--- config.mk ---
export PLATFORM = sky130hd
export DESIGN_NAME = mod_accumulator
export DESIGN_NICKNAME = d
export VERILOG_FILES = /design/src/rtl/fhew_pkg.sv /design/src/rtl/mod_cond_sub.sv /design/src/rtl/mod_accumulator.sv
export SDC_FILE = /design/constraint.sdc
export NUM_CORES = 1
export LEC_CHECK = 0
export CORE_MARGIN = 10
export CORE_UTILIZATION = 36
export CTS_BUF_LIST = sky130_fd_sc_hd__clkbuf_4 sky130_fd_sc_hd__clkbuf_8 sky130_fd_sc_hd__clkbuf_16
export DETAILED_ROUTE_END_ITERATION = 8
export MAX_ROUTING_LAYER = met4
export PLACE_DENSITY = 0.58
export SYNTH_ARGS = -nofsm -noshare
export SYNTH_HDL_FRONTEND = slang
export SYNTH_SLANG_ARGS = --single-unit
--- constraint.sdc ---
create_clock -name clk -period 6.8 [get_ports clk]
set_input_delay 1.36 -clock clk [delete_from_list [all_inputs] [get_ports clk]]
set_output_delay 1.36 -clock clk [all_outputs]
set_load 0.02 [all_outputs]
--- src/rtl/fhew_pkg.sv ---
// Shared definitions for the FHEW coefficient datapath blocks.
package fhew_pkg;

  localparam int Q_DEFAULT = 12289;
  localparam int N_DEFAULT = 512;
  localparam int COEF_W    = 16;

  // Accumulator control states, held in 2 bits.
  typedef enum logic [1:0] {
    IDLE  = 2'd0,
    ACC   = 2'd1,
    DRAIN = 2'd2,
    OUT   = 2'd3
  } acc_state_t;

endpackage

--- src/rtl/mod_cond_sub.sv ---
// Conditional subtraction of the modulus: folds [0, 2Q) down to [0, Q).
import fhew_pkg::*;

module mod_cond_sub #(
  parameter int Q = Q_DEFAULT
) (
  input  logic [COEF_W:0]   a,
  output logic [COEF_W-1:0] y
);

  localparam logic [COEF_W:0] Q_VAL = (COEF_W + 1)'(Q);

  // Subtract Q once when the operand reaches it; the result always fits in COEF_W bits.
  always_comb begin
    y = a[COEF_W-1:0];
    if (a >= Q_VAL) begin
      y = COEF_W'(a - Q_VAL);
    end
  end

endmodule

--- src/rtl/mod_accumulator.sv ---
// Streaming mod-Q accumulator over N coefficients with a valid/ready result port.
import fhew_pkg::*;

module mod_accumulator #(
  parameter int Q  = Q_DEFAULT,
  parameter int N  = N_DEFAULT,
  parameter int CW = $clog2(N + 1)
) (
  input  logic        clk,
  input  logic        resetn,
  input  logic        start,
  input  logic [31:0] in_data,
  input  logic        in_valid,
  output logic        in_ready,
  output logic [31:0] out_data,
  output logic        out_valid,
  input  logic        out_ready,
  output logic        busy,
  output logic        range_err
);

  localparam logic [COEF_W:0]  TWO_Q     = (COEF_W + 1)'(2 * Q);
  localparam logic [CW-1:0]    LAST_BEAT = CW'(N - 1);

  acc_state_t        state;
  acc_state_t        next_state;
  logic [CW-1:0]     beat_cnt;
  logic              s1_valid;
  logic [COEF_W-1:0] s1_r;
  logic [COEF_W-1:0] acc;
  logic [COEF_W-1:0] out_res;
  logic              out_valid_q;
  logic              range_err_q;

  logic [COEF_W:0]   operand;
  logic [COEF_W-1:0] s1_next;
  logic [COEF_W:0]   sum;
  logic [COEF_W-1:0] acc_next;
  logic              accept;
  logic              last_beat;
  logic              start_go;
  logic              unused_upper;

  // The adder's upper half carries nothing for this block.
  assign unused_upper = ^in_data[31:16];

  assign operand   = {1'b0, in_data[COEF_W-1:0]};
  assign sum       = {1'b0, acc} + {1'b0, s1_r};
  assign accept    = in_valid && (state == ACC);
  assign last_beat = accept && (beat_cnt == LAST_BEAT);
  assign start_go  = start && (state == IDLE);

  mod_cond_sub #(.Q(Q)) u_stage1_sub (
    .a (operand),
    .y (s1_next)
  );

  mod_cond_sub #(.Q(Q)) u_stage2_sub (
    .a (sum),
    .y (acc_next)
  );

  // State register; reset discards any partial accumulation.
  always_ff @(posedge clk or negedge resetn) begin
    if (!resetn) begin
      state <= IDLE;
    end else begin
      state <= next_state;
    end
  end

  // Next-state decode plus the state-derived handshake outputs.
  always_comb begin
    next_state = state;
    in_ready   = 1'b0;
    busy       = 1'b1;
    case (state)
      IDLE: begin
        busy = 1'b0;
        if (start) begin
          next_state = ACC;
        end
      end
      ACC: begin
        in_ready = 1'b1;
        if (last_beat) begin
          next_state = DRAIN;
        end
      end
      DRAIN: begin
        next_state = OUT;
      end
      OUT: begin
        if (out_valid_q && out_ready) begin
          next_state = IDLE;
        end
      end
      default: begin
        next_state = IDLE;
      end
    endcase
  end

  // Two-stage reduce/accumulate pipeline with beat counting and the sticky range flag.
  always_ff @(posedge clk or negedge resetn) begin
    if (!resetn) begin
      beat_cnt    <= '0;
      s1_valid    <= 1'b0;
      s1_r        <= '0;
      acc         <= '0;
      range_err_q <= 1'b0;
    end else if (start_go) begin
      beat_cnt    <= '0;
      s1_valid    <= 1'b0;
      acc         <= '0;
      range_err_q <= 1'b0;
    end else begin
      s1_valid <= accept;
      if (accept) begin
        s1_r     <= s1_next;
        beat_cnt <= beat_cnt + 1'b1;
        if (operand >= TWO_Q) begin
          range_err_q <= 1'b1;
        end
      end
      if (s1_valid) begin
        acc <= acc_next;
      end
    end
  end

  // Result register: captures the settled accumulator one cycle into OUT and holds it.
  always_ff @(posedge clk or negedge resetn) begin
    if (!resetn) begin
      out_valid_q <= 1'b0;
      out_res     <= '0;
    end else if ((state == OUT) && !out_valid_q) begin
      out_valid_q <= 1'b1;
      out_res     <= acc;
    end else if (out_valid_q && out_ready) begin
      out_valid_q <= 1'b0;
    end
  end

  assign out_valid = out_valid_q;
  assign out_data  = {16'b0, out_res};
  assign range_err = range_err_q;

endmodule

==> key figures, run 1 <==
STA
  • Slew Viols, Final: 0
  • Final Cycle Share: 55.4%
  • Final min period: 3.77 ns
  • Final setup margin: slightly above 3 ns
  • Fmax: 265 MHz
  • Setup TNS: 0 ns
  • Endpoints failing setup: 0
  • Worst-Margin Slew: between 0.8 and 0.9 ns
  • Final Hold Vio Count: 0
  • Rel. slew slack: a little over two fifths
  • RSZ-0062 raised after global routing: false
  • Skew final: between 0.007 and 0.008 ns

Critical path
  • Register-to-Register Path Depth: 10
  • CP startpoint kind: flip-flop
  • Slowest stage delay, CP: between 0.5 and 0.6 ns
  • Top Family by Delay on Critical Path: compound AO/OA/AOI/OAI gates
  • Worst path cell trace: ha_1, fa_1, a211oi_1, o21ai_0, a211oi_2, o221a_2, o2111ai_2, o21ai_2, nand2_1, o311ai_1
  • Worst Path Max Fanout: 7
  • Crit. path cell count: 10
  • FF-to-FF Start: s1_r[0]
  • FF-to-FF End: acc[2]
  • CP max-delay cell: a211oi_1
  • R2R setup slack: approximately 3.0 ns
  • CP arrival: about 4 ns
  • Buf/Inv on CP: 0
  • WS Path Type: reg -> reg
  • Crit. End Element: flip-flop
  • WP data required: approximately 7 ns

Die
  • Core Box Area: 12800 um^2
  • Site Rows: 41
  • Die ar.: approximately 18000 um^2
  • Initial Utilization: between 30 and 40%
  • Die Ht: about 130 um
  • IO Pins: 73
  • Die width: between 100 and 150 um

Detailed routing
  • Number of vias per cell: between 5 and 6
  • Drt wl/cell: around 17 um
  • Drc violations: 0
  • Vias: around 4100
  • Final wirelength: 12600 um
  • Drt pass-1 iters: 5
  • DRT iter0 DRCs: just under 300
  • Routed Antenna Nets: 0

Pwr
  • PwrDens: about 560 nW/um^2
  • Final Power: 3.09 mW
  • Leak: 2.31 nW
  • Max IR drop VDD: 0.000222 V

Cells and area
  • Commonest cells after routing, fill and taps aside: dfrtp_1 (63), nor2_1 (47), nand2_1 (43)
  • Fill cells: 1247
  • Layout Utilization: a little over two fifths
  • Fin area: roughly 5500 um^2
  • Final nets: between 600 and 700
  • Area Overhead vs Synth: 15.9%
  • Ant. Diodes: 0
  • Ratio of cells with drive above 1 in the final layout: 11.4%
  • Commonest non-fill, non-tap cell in the layout: dfrtp_1

Clock tree
  • Clock sinks: 63
  • CTS HTree Levels: 3
  • Post-CTS Setup Repair Bufs: 0
  • Cts bufs inserted: 9
  • Resized cells post-CTS: 0
  • Hold buffer count at cts: 0
  • Latest clock arrival within the worst-skew pair: approximately 0.33 ns
  • CTS tree: done
  • CTS Buffer Depth: 2
  • Root Driver: clkbuf_16
  • Clock Pin Slew Worst Setup and Hold Paths: around 0.050 ns

Global route
  • Largest net degree at the start of global routing: 64
  • Vias in the first global route: 4150
  • Grt met3 use: approximately 1.6%
  • GRT busiest layer: met2
  • M2 GR Usage: a little under a quarter
  • Grt met1 use: between 15 and 20%
  • Initial antenna violation count: 0
  • Global-route wire length before repair: 20900 um
  • Grt total ovfl: 0
  • Global-route usage over all layers: about 14%

Placement
  • Placer congestion estimate: approximately 0.92
  • Port bufs: 40
  • Post-Place Worst Slack: 3.06 ns
  • Placed Area: 5180 um^2
  • DP Wirelength: 9680 um

Synth
  • Async set-reset flop share out of synthesis: 100%
  • Post-synth top flop: dfrtp_1
  • Post-Syn Area per Cell: around 9 um^2
  • Yosys warnings: 0
  • Post-Syn Area: 4740 um^2
  • Synth Register Bits: 63
  • Post-synth EDFFs: 0
  • Distinct cell type count after synthesis: 71
  • Seq/Total Area, Yosys: around a third
  • Cell count after synthesis: ~530

Hold path
  • Hold path start: out_res[5]
  • HP Class: reg -> reg
  • WHS Endpoint: out_res[5]
  • Worst Hold Depth: 1

Outcome
  • Status: finished, final reports clean

Run
  • Max_cap viols: 0
how the worst max path moves through the flow:
stage                 start  endpoint
CTS                 s1_r[0]    acc[2]
finish              s1_r[0]    acc[2]
detailed placement    start  s1_r[15]
global placement      start  s1_r[15]
floorplan           s1_r[0]    acc[6]
global route        s1_r[0]    acc[2]
cells in the mapped netlist (all sizes together) (3+ instances only):
library cell / instances / area, um^2
mux2: 19 / 214
o221ai: 3 / 26.3
xnor2: 20 / 175
buf: 18 / 135
a31oi: 15 / 93.8
a211o: 4 / 35.0
and4: 3 / 26.3
ha: 27 / 338
xor2: 11 / 96.3
nor2: 48 / 183
o211ai: 8 / 60.1
clkbuf: 13 / 68.8
nor4: 7 / 43.8
a21o: 10 / 81.3
nor3: 24 / 120
o2111ai: 6 / 58.8
a21oi: 16 / 95.1
and2: 3 / 20.0
and3: 11 / 70.1
dfrtp: 63 / 1580
a211oi: 12 / 100
inv: 12 / 45.0
nand4: 6 / 37.5
mux2i: 3 / 30.0
o21a: 5 / 37.5
nand2: 43 / 161
or3: 6 / 42.5
or2: 6 / 37.5
nand3: 29 / 145
o21ai: 39 / 203
where the power goes:
group	leakage, nW	switching, mW	internal (mW)
combinational	1.35	1.20	0.740
sequential	0.803	0.139	0.529
clock	0.157	0.165	0.309
flip-flops by register name, indices dropped and copies added (netlist names):
register	cells
out_res	16
range_err	1
out_valid	1
state	2
s1_r	16
s1_valid	1
acc	16
beat_cnt	10
worst register-to-register path: stages, from the launching register on:
cell       delay [ns]
dfrtp_1          0.39
ha_1             0.25
fa_1             0.46
a211oi_1         0.55
o21ai_0          0.23
a211oi_2         0.33
o221a_2          0.34
o2111ai_2        0.26
o21ai_2          0.46
nand2_1          0.11
o311ai_1         0.29
metrics by stage:
step,hold slack [ns],cells
floorplan,0.445,547
global placement,0.489,726
detailed placement,0.497,726
CTS,0.508,742
global route,0.519,742
finish,0.503,742
per-layer routing:
metal / share of wire [%] / up-vias
met1: 46 / 1957
met4: 1.6 / 0
met3: 4.4 / 17
met2: 48 / 116
met5: 0 / -
li1: - / 2022
cell type report:
type	count	area [um^2]	share of cell area [%]
tap	172	215	3.92
clock inverter	4	52.6	0.956
inverter	12	45.0	0.819
timing repair buffer	41	403	7.33
sequential	63	1580	28.7
multi-input combinational	438	2940	53.6
clock buffer	12	260	4.73
logic make-up after synthesis:
| logic type | share of synthesized area (%) |
|---|---|
| AND/OR/NAND/NOR | 20.3 |
| adder cells (fa/ha/maj) | 7.55 |
| XOR/XNOR | 5.73 |
| multiplexers | 5.15 |
| flip-flops | 33.2 |
| other | 0.0791 |
| AO/OA/AOI/OAI | 22.1 |
| buffers and inverters | 5.86 |
No activity file was read; power rests on OpenSTA's default activity.
==> run 2: changes to the inputs <==
Settings changed: PLACE_DENSITY 0.58 to 0.6.
Clock period 6.8 ns to 3.3 ns, I/O delays scaled along.
==> key figures, run 2 (synthesized netlist as in run 1, its figures left out) <==
Clock tree
  • Clock Pin Slew Worst Setup and Hold Paths: approximately 0.060 ns
  • Latest clock arrival within the worst-skew pair: 0.34 ns
  • Clock sinks: between 60 and 70
  • CTS tree: done
  • Root Driver: clkbuf_16
  • CTS HTree Levels: 3
  • Cts bufs inserted: 9
  • CTS Buffer Depth: 2

STA
  • Hold WS: 0.164 ns
  • Final Cycle Share: a little over nine tenths
  • Rel. slew slack: between 40 and 50%
  • Fmax: 311 MHz
  • Setup TNS: 0 ns
  • Final Hold Vio Count: 0
  • Worst-Margin Slew: between 0.8 and 0.9 ns
  • Slew Viols, Final: 0
  • Skew final: approximately 0.0092 ns
  • Endpoints failing setup: 0
  • Final min period: around 3.2 ns

Critical path
  • Worst Path Max Fanout: 6
  • CP arrival: approximately 3.5 ns
  • CP max-delay cell: or4_1
  • WP data required: between 3 and 4 ns
  • CP startpoint kind: flip-flop
  • FF-to-FF Start: acc[2]
  • Worst path cell trace: ha_1, o21ai_2, or4_1, and3_1, or3_4, a21oi_4, o21ai_2, buf_4, a2111o_1, a31oi_1
  • Most frequent CP cell: o21ai_2
  • Crit path from: acc[2]
  • Crit. End Element: flip-flop
  • Slowest stage delay, CP: about 0.54 ns
  • WS Path Type: reg -> reg

Pwr
  • Max IR drop VDD: between 0.0003 and 0.0004 V
  • PwrDens: 1210 nW/um^2
  • Leak: 2.55 nW

Detailed routing
  • Top layer in use: met4
  • Drt pass-1 iters: 7
  • Vias: between 4000 and 5000
  • Final wirelength: between 10000 and 15000 um
  • Routed Antenna Nets: 0
  • DR WL met3: between 600 and 700 um
  • Drt wl/cell: about 17 um
  • DR WL met2: around 6400 um
  • Drc violations: 0
  • Number of vias per cell: around 5.5
  • Metal-1 WL: around 6000 um
  • DRT iter0 DRCs: about 330

Cells and area
  • Final nets: between 600 and 700
  • Ant. Diodes: 0
  • Commonest non-fill, non-tap cell in the layout: dfrtp_1
  • Largest registers: acc x16, out_res x16, s1_r x16
  • Layout Utilization: 46.6%
  • Commonest cells after routing, fill and taps aside: dfrtp_1 (63), nor2_1 (47), buf_4 (45)
  • Fin area: between 5000 and 6000 um^2
  • Area Overhead vs Synth: 25.5%
  • Ratio of cells with drive above 1 in the final layout: 20.0%

Global route
  • Vias in the first global route: around 4300
  • Initial antenna violation count: 0
  • Global-route wire length before repair: roughly 22000 um
  • Largest net degree at the start of global routing: 34
  • Global-route usage over all layers: between 15 and 20%
  • Grt total ovfl: 0

Outcome
  • Status: finished, final reports clean

Die
  • Initial Utilization: a little under two fifths
  • Die Ht: about 130 um
  • IO Pins: 73
  • Die ar.: ~18000 um^2
  • Die width: 135 um
  • Site Rows: between 40 and 50
  • Core Box Area: between 10000 and 15000 um^2

Placement
  • Placer congestion estimate: roughly 0.94
  • DP Wirelength: between 10000 and 15000 um
  • Placed Area: about 5500 um^2
  • Port bufs: 40

Run
  • Max_cap viols: 0

Hold path
  • HP Class: in -> async
==> run 2: cell count changes in the layout (fill, tap and decap cells not counted), sizes merged <==
cell  before  now
buf        2   47
==> run 2: per-stage QoR <==
stage / total power [mW] / setup WS (ns) / cells
finish: 7.23 / 0.0817 / 787
global route: 7.76 / -0.00996 / 787
CTS: 6.89 / 0.0142 / 781
detailed placement: 5.83 / -0.00717 / 765
global placement: 5.75 / 0.0673 / 765
floorplan: 4.29 / 0.182 / 547
==> run 2: final cells by class <==
class	count	area (um^2)
multi-input cells	438	3060
fillers	1223	6820
inverters	12	45.0
clock inverters	4	52.6
flip-flops and latches	63	1580
repair buffers	86	744
clock buffers	12	260
well taps	172	215
==> run 2: metal layers <==
metal	track usage, %	vias to the layer above
met1	19.0	2060
met2	23.8	120
li1	-	2123
met4	7.86	0
met5	-	-
met3	1.41	32
==> run 2: path summary, 6_finish.rpt <==
path / slack, ns / cells after the start / to
max: 0.08 / 10 / acc[6]
max in group asynchronous: 2.43 / 2 / out_res[4]
max reg2reg: 0.08 / 10 / acc[6]
min in group clk: 0.50 / 1 / out_res[5]
min reg2reg: 0.50 / 1 / out_res[5]
min: 0.16 / 1 / beat_cnt[3]
==> run 2: where the power goes <==
part           internal, mW  switching, mW  leakage (nW)
registers              1.09          0.269         0.803
logic                  2.11           2.77          1.59
clock network         0.636          0.357         0.157
==> run 2: timing repair <==
action                                  in CTS  in global routing
hold buffers                                 0                  0
endpoints found under the setup margin       5                 16
gates resized for setup                      2                 19
hold endpoints to repair                     0                  0
setup buffers                                0                  6
pin swaps                                    0                  3
==> run 2: critical path, delay by kind of cell (launching register included) <==
kind	cells	cell delay, ns
AOI/OAI and AO/OA	5	0.96
adders and majority gates	1	0.43
and+or+nand+nor	3	1.16
DFF	1	0.41
buffers and inverters	1	0.17
